$ cat src/rtl/id_scoreboard.sv
// Register scoreboard for in-order issue: tracks pending destination registers with a
// per-register latency countdown, raising decode stalls on RAW/WAW hazards and bypass selects.
module id_scoreboard #(
    parameter int NREGS   = 32,
    parameter int RADDR_W = 5,
    parameter int LAT_W   = 3
) (
    input  logic               clk_i,
    input  logic               rst_i,
    input  logic [RADDR_W-1:0] rs1_raddr_i,
    input  logic [RADDR_W-1:0] rs2_raddr_i,
    input  logic               rs1_re_i,
    input  logic               rs2_re_i,
    input  logic               issue_valid_i,
    input  logic               issue_we_i,
    input  logic [RADDR_W-1:0] issue_rd_i,
    input  logic [LAT_W-1:0]   issue_lat_i,
    input  logic               wb_we_i,
    input  logic [RADDR_W-1:0] wb_rd_i,
    input  logic               flush_i,
    output logic               stallreq_o,
    output logic               rs1_fwd_o,
    output logic               rs2_fwd_o,
    output logic               issue_fire_o,
    output logic [RADDR_W:0]   pending_cnt_o
);

    logic [NREGS-1:0] r_pend;
    logic [LAT_W-1:0] r_cnt [NREGS];
    logic [RADDR_W:0] r_pcnt;

    logic             w_rs1_live;
    logic             w_rs2_live;
    logic             w_rd_live;
    logic             w_rs1_busy;
    logic             w_rs2_busy;
    logic             w_rd_busy;
    logic             w_stall;
    logic             w_fire;
    logic [NREGS-1:0] w_pend_nxt;
    logic [LAT_W-1:0] w_cnt_nxt [NREGS];
    logic [RADDR_W:0] w_pcnt_nxt;

    // A register is "live" when it is pending; "busy" when its result is not yet forwardable.
    always_comb begin
        w_rs1_live = rs1_re_i && (rs1_raddr_i != '0) && r_pend[rs1_raddr_i];
        w_rs2_live = rs2_re_i && (rs2_raddr_i != '0) && r_pend[rs2_raddr_i];
        w_rd_live  = issue_we_i && (issue_rd_i != '0) && r_pend[issue_rd_i];
        w_rs1_busy = w_rs1_live && (r_cnt[rs1_raddr_i] != '0);
        w_rs2_busy = w_rs2_live && (r_cnt[rs2_raddr_i] != '0);
        w_rd_busy  = w_rd_live  && (r_cnt[issue_rd_i]  != '0);
        w_stall    = !rst_i && issue_valid_i && (w_rs1_busy || w_rs2_busy || w_rd_busy);
        w_fire     = !rst_i && issue_valid_i && !w_stall && !flush_i;
    end

    assign stallreq_o    = w_stall;
    assign issue_fire_o  = w_fire;
    assign rs1_fwd_o     = !rst_i && w_rs1_live && (r_cnt[rs1_raddr_i] == '0);
    assign rs2_fwd_o     = !rst_i && w_rs2_live && (r_cnt[rs2_raddr_i] == '0);
    assign pending_cnt_o = r_pcnt;

    // Priority per register: flush, then a new issue, then writeback, then countdown.
    always_comb begin
        w_pend_nxt = '0;
        w_pcnt_nxt = '0;
        for (int unsigned i = 0; i < NREGS; i++) begin
            w_pend_nxt[i] = r_pend[i];
            w_cnt_nxt[i]  = r_cnt[i];
            if (i == 0) begin
                w_pend_nxt[i] = 1'b0;
                w_cnt_nxt[i]  = '0;
            end else if (flush_i) begin
                w_pend_nxt[i] = 1'b0;
                w_cnt_nxt[i]  = '0;
            end else if (w_fire && issue_we_i && (issue_rd_i == RADDR_W'(i))) begin
                w_pend_nxt[i] = 1'b1;
                w_cnt_nxt[i]  = issue_lat_i;
            end else if (wb_we_i && (wb_rd_i == RADDR_W'(i))) begin
                w_pend_nxt[i] = 1'b0;
                w_cnt_nxt[i]  = '0;
            end else if (r_cnt[i] != '0) begin
                w_cnt_nxt[i]  = r_cnt[i] - LAT_W'(1);
            end
            w_pcnt_nxt = w_pcnt_nxt + (RADDR_W+1)'(w_pend_nxt[i]);
        end
    end

    always_ff @(posedge clk_i) begin
        if (rst_i) begin
            r_pend <= '0;
            r_pcnt <= '0;
            for (int unsigned i = 0; i < NREGS; i++) begin
                r_cnt[i] <= '0;
            end
        end else begin
            r_pend <= w_pend_nxt;
            r_pcnt <= w_pcnt_nxt;
            for (int unsigned i = 0; i < NREGS; i++) begin
                r_cnt[i] <= w_cnt_nxt[i];
            end
        end
    end

endmodule

$ cat config.mk
export PLATFORM = sky130hd
export DESIGN_NAME = id_scoreboard
export DESIGN_NICKNAME = d
export VERILOG_FILES = /design/src/rtl/id_scoreboard.sv
export SDC_FILE = /design/constraint.sdc
export NUM_CORES = 1
export LEC_CHECK = 0
export CAP_MARGIN = 15
export CORE_UTILIZATION = 39
export CTS_BUF_LIST = sky130_fd_sc_hd__clkbuf_8
export CTS_CLUSTER_SIZE = 20
export DETAILED_ROUTE_END_ITERATION = 16
export PLACE_DENSITY = 0.64
export SLEW_MARGIN = 20
export SYNTH_ARGS = -nofsm -noshare
export SYNTH_HDL_FRONTEND = slang
export SYNTH_SLANG_ARGS = --single-unit
export TNS_END_PERCENT = 5
$ cat constraint.sdc
create_clock -name clk_i -period 11.7 [get_ports clk_i]
set_input_delay 2.34 -clock clk_i [delete_from_list [all_inputs] [get_ports clk_i]]
set_output_delay 2.34 -clock clk_i [all_outputs]
set_load 0.005 [all_outputs]
==> reports/qor.tcl <==
set qor(status) {completed}
set qor(synth_enable_flop_cells) 0
set qor(postCtsSetupBuffers) 0
set qor(fmax_mhz) 98.2
set qor(start_util) 0.401
set qor(crit_top_cell) {sky130_fd_sc_hd__fa_1}
set qor(total_leakage_power_nw) 4.51
set qor(measured_slew_at_the_worst_slew_check_pin_ps) 1160
set qor(wirelength_mm) 34.7
set qor(path_class) {in -> reg}
set qor(crit_path_max_incr_delay_ps) 1240
set qor(post_cts_hold_buffer_count) 0
set qor(worst_setup_path_start_kind) {input pin}
set qor(worst_slack_placed_ps) 1100
set qor(netlist-cell-type-count) 78
set qor(synth_top_cell_by_area) {sky130_fd_sc_hd__dfxtp_1}
set qor(cts_made_buffers) 17
set qor(post_synth_instance_area_um2) 10900
set qor(critical_path.endpoint_type) {flop}
set qor(filler_cell_count) 2686
set qor(p_switching_mw) 0.351
set qor(rsz_0062_raised_after_global_routing) {no}
set qor(netlist_top_cells_area) {sky130_fd_sc_hd__dfxtp_1, sky130_fd_sc_hd__mux2i_1, sky130_fd_sc_hd__ha_1}
set qor(grt_overflow) 0
set qor(hold_violations) 0
set qor(post_synth_most_frequent_cells) {sky130_fd_sc_hd__nand2_1, sky130_fd_sc_hd__dfxtp_1, sky130_fd_sc_hd__inv_1}
set qor(period_minus_slack_ps) 10180
set qor(critPathArrivalTime_ps) 10520
set qor(required_ps) 12040
set qor(report.final.setup_viol) 0
set qor(cts.htree.levels) 4
set qor(max_cap_violations) 0
set qor(drive_gt1_frac) 0.100
set qor(synth_area_per_cell_um2) 8.65
set qor(insertedDiodeCount) 0
set qor(design.portCount) 41
set qor(intPower_mw) 0.774
set qor(yosysTopAreaCellShare) 0.238
set qor(syn_to_final_growth_pct) 9.69
set qor(grt_first_pass_wirelength_mm) 54.6
set qor(synthesis.nets) 1386
set qor(whs_ps) 524
set qor(drt-initial-drc-count) 938
set qor(clock-root-buffer) {sky130_fd_sc_hd__clkbuf_8}
set qor(grtUsageTotal) 0.251
set qor(utilization) 0.440
set qor(fin_skew_ps) 11.9
set qor(synth_top_flop_cell) {sky130_fd_sc_hd__dfxtp_1}
set qor(maximum_fanout_along_the_worst_path) 27
set qor(cts_tree) {done}
set qor(insertion_delay_ps) 470
set qor(postSynth.asyncResetShare) 0
set qor(maxSlewViolCount) 0
set qor(min-delay-path-class) {reg -> reg}
set qor(period_share) 0.870
set qor(detail_route.drc_violations) 0
set qor(cts.repair.resized) 0
set qor(synth_seq_cells) 130
set qor(final_setup_margin_ps) 1520
set qor(chipWidth_um) 169
set qor(syn-instance-count) 1263
set qor(pwr-share-seq) 0.413
set qor(slew_margin_rel) 0.224
set qor(clockPowerShare) 0.400
set qor(maximum_number_of_pins_on_one_net_before_global_route_repair) 39
set qor(yosys.cell_count.top_type) {sky130_fd_sc_hd__nand2_1}
set qor(grt_antenna_before_repair) 0
set qor(clock_sinks) 130
set qor(final_weighted_congestion_of_routability_driven_global_placement) 0.959
set qor(num_vias) 9714
set qor(critical-path-slowest-cell) {sky130_fd_sc_hd__clkdlybuf4s50_1}
set qor(path_clk_slew_ps) 90
set qor(std_cell_core_area_um2) 27300
set qor(post_dr_wirelength_cell_um) 21.0
set qor(fin_nets) 1394
set qor(yosys_warnings) 0
set qor(power_density_over_cell_area_nw_per_um2) 93.8
set qor(route.detailed.vias_per_inst) 5.87
set qor(finalPower_mw) 1.12
set qor(drt_pre_antenna_iters) 6
set qor(dpl.hpwl_mm) 25.7
set qor(post_drt_antenna_nets) 0
set qor(vdd_drop_max_uv) 54.9
set qor(vias_in_the_first_global_route) 9514
set qor(yosysSeqAreaShare) 0.238
set qor(die_span_y_um) 169
set qor(comb_power_share) 0.187
set qor(rows) 60
set qor(finalSetupTns_ps) 0
set qor(numPortBuffers) 40
set qor(p_sw_frac) 0.312
set qor(clock_buffer_depth) 2
set qor(fp.dieArea_um2) 28700
set qor(rrSetupSlack_ps) 4170
==> worst max-delay path, delay by kind of cell <==
kind / cells / cell delay, ps
adders and majority gates: 8 / 3860
and+or+nand+nor: 2 / 530
muxes: 1 / 300
AOI/OAI and AO/OA: 6 / 1490
xor gates and xnor gates: 1 / 150
buffers and inverters: 7 / 1830
==> logic make-up (layout without fill, tap and decap cells) <==
| kind of cell | after synthesis | count (layout) | share of synthesized area |
|---|---|---|---|
| fa+ha+maj | 92 | 92 | 0.121 |
| xor+xnor | 34 | 34 | 0.0273 |
| buf+inv | 200 | 221 | 0.0814 |
| flops | 130 | 130 | 0.238 |
| simple gates | 445 | 445 | 0.233 |
| compound gates | 220 | 220 | 0.136 |
| mux | 142 | 142 | 0.164 |
==> metal layers <==
layer | vias up | wire [um] | global-route usage
met4 | 0 | 1450 | 0.117
met1 | 4632 | 14600 | 0.327
met2 | 467 | 15300 | 0.390
met5 | - | 0 | 0
li1 | 4517 | - | -
met3 | 98 | 3320 | 0.0583
==> flip-flops by register name (all words and copies together) (netlist names) <==
signal         cells
pending_cnt_o      6
r_pend            31
r_cnt             93
==> final cells by class <==
class | count | area (um2) | share of cell area
Multi-Input combinational cell | 933 | 7450 | 0.622
Sequential cell | 130 | 2600 | 0.217
Timing Repair Buffer | 57 | 526 | 0.0438
Inverter | 132 | 495 | 0.0413
Tap cell | 372 | 465 | 0.0388
Clock buffer | 19 | 262 | 0.0218
Clock inverter | 13 | 185 | 0.0155
==> power by group through the flow <==
stage	Sequential [mW]	Clock (mW)	Combinational [mW]
2_1_floorplan	0.471	0	0.146
3_3_place_gp	0.474	0	0.202
3_5_place_dp	0.474	0	0.206
4_1_cts	0.464	0.453	0.207
5_1_grt	0.466	0.472	0.229
6_report	0.464	0.450	0.211
==> final timing paths <==
check,start,endpoint,depth (start not counted)
max,rs2_raddr_i[1],pending_cnt_o[4],25
min,r_pend[31],r_pend[31],2
max reg2reg,r_cnt[4][0],pending_cnt_o[4],24
min reg2reg,r_pend[31],r_pend[31],2
==> cell usage in the layout, fill, tap and decap left out, drive strengths merged, types with 4 or more instances in the layout <==
master and n:
a211oi 12, a21o 18, a21oi 57, a311oi 8, a31oi 5, buf 20
bufinv 4, clkbuf 19, clkdlybuf4s50 37, clkinv 4, clkinvlp 4, dfxtp 130
fa 23, ha 69, inv 133, mux2 5, mux2i 109, mux4 28
nand2 150, nand2b 11, nand3 102, nand4 32, nor2 60, nor2b 9
nor3 41, nor3b 6, nor4 18, nor4b 6, o2111ai 4, o211ai 4
o21ai 76, xnor2 32
==> through the flow <==
stage | area, um2 | std cells
floorplan | 10900 | 1263
global placement | 11500 | 1624
detailed placement | 11500 | 1624
global route | 12000 | 1656
CTS | 12000 | 1656
finish | 12000 | 1656
Power figures use the tool's default switching activity.
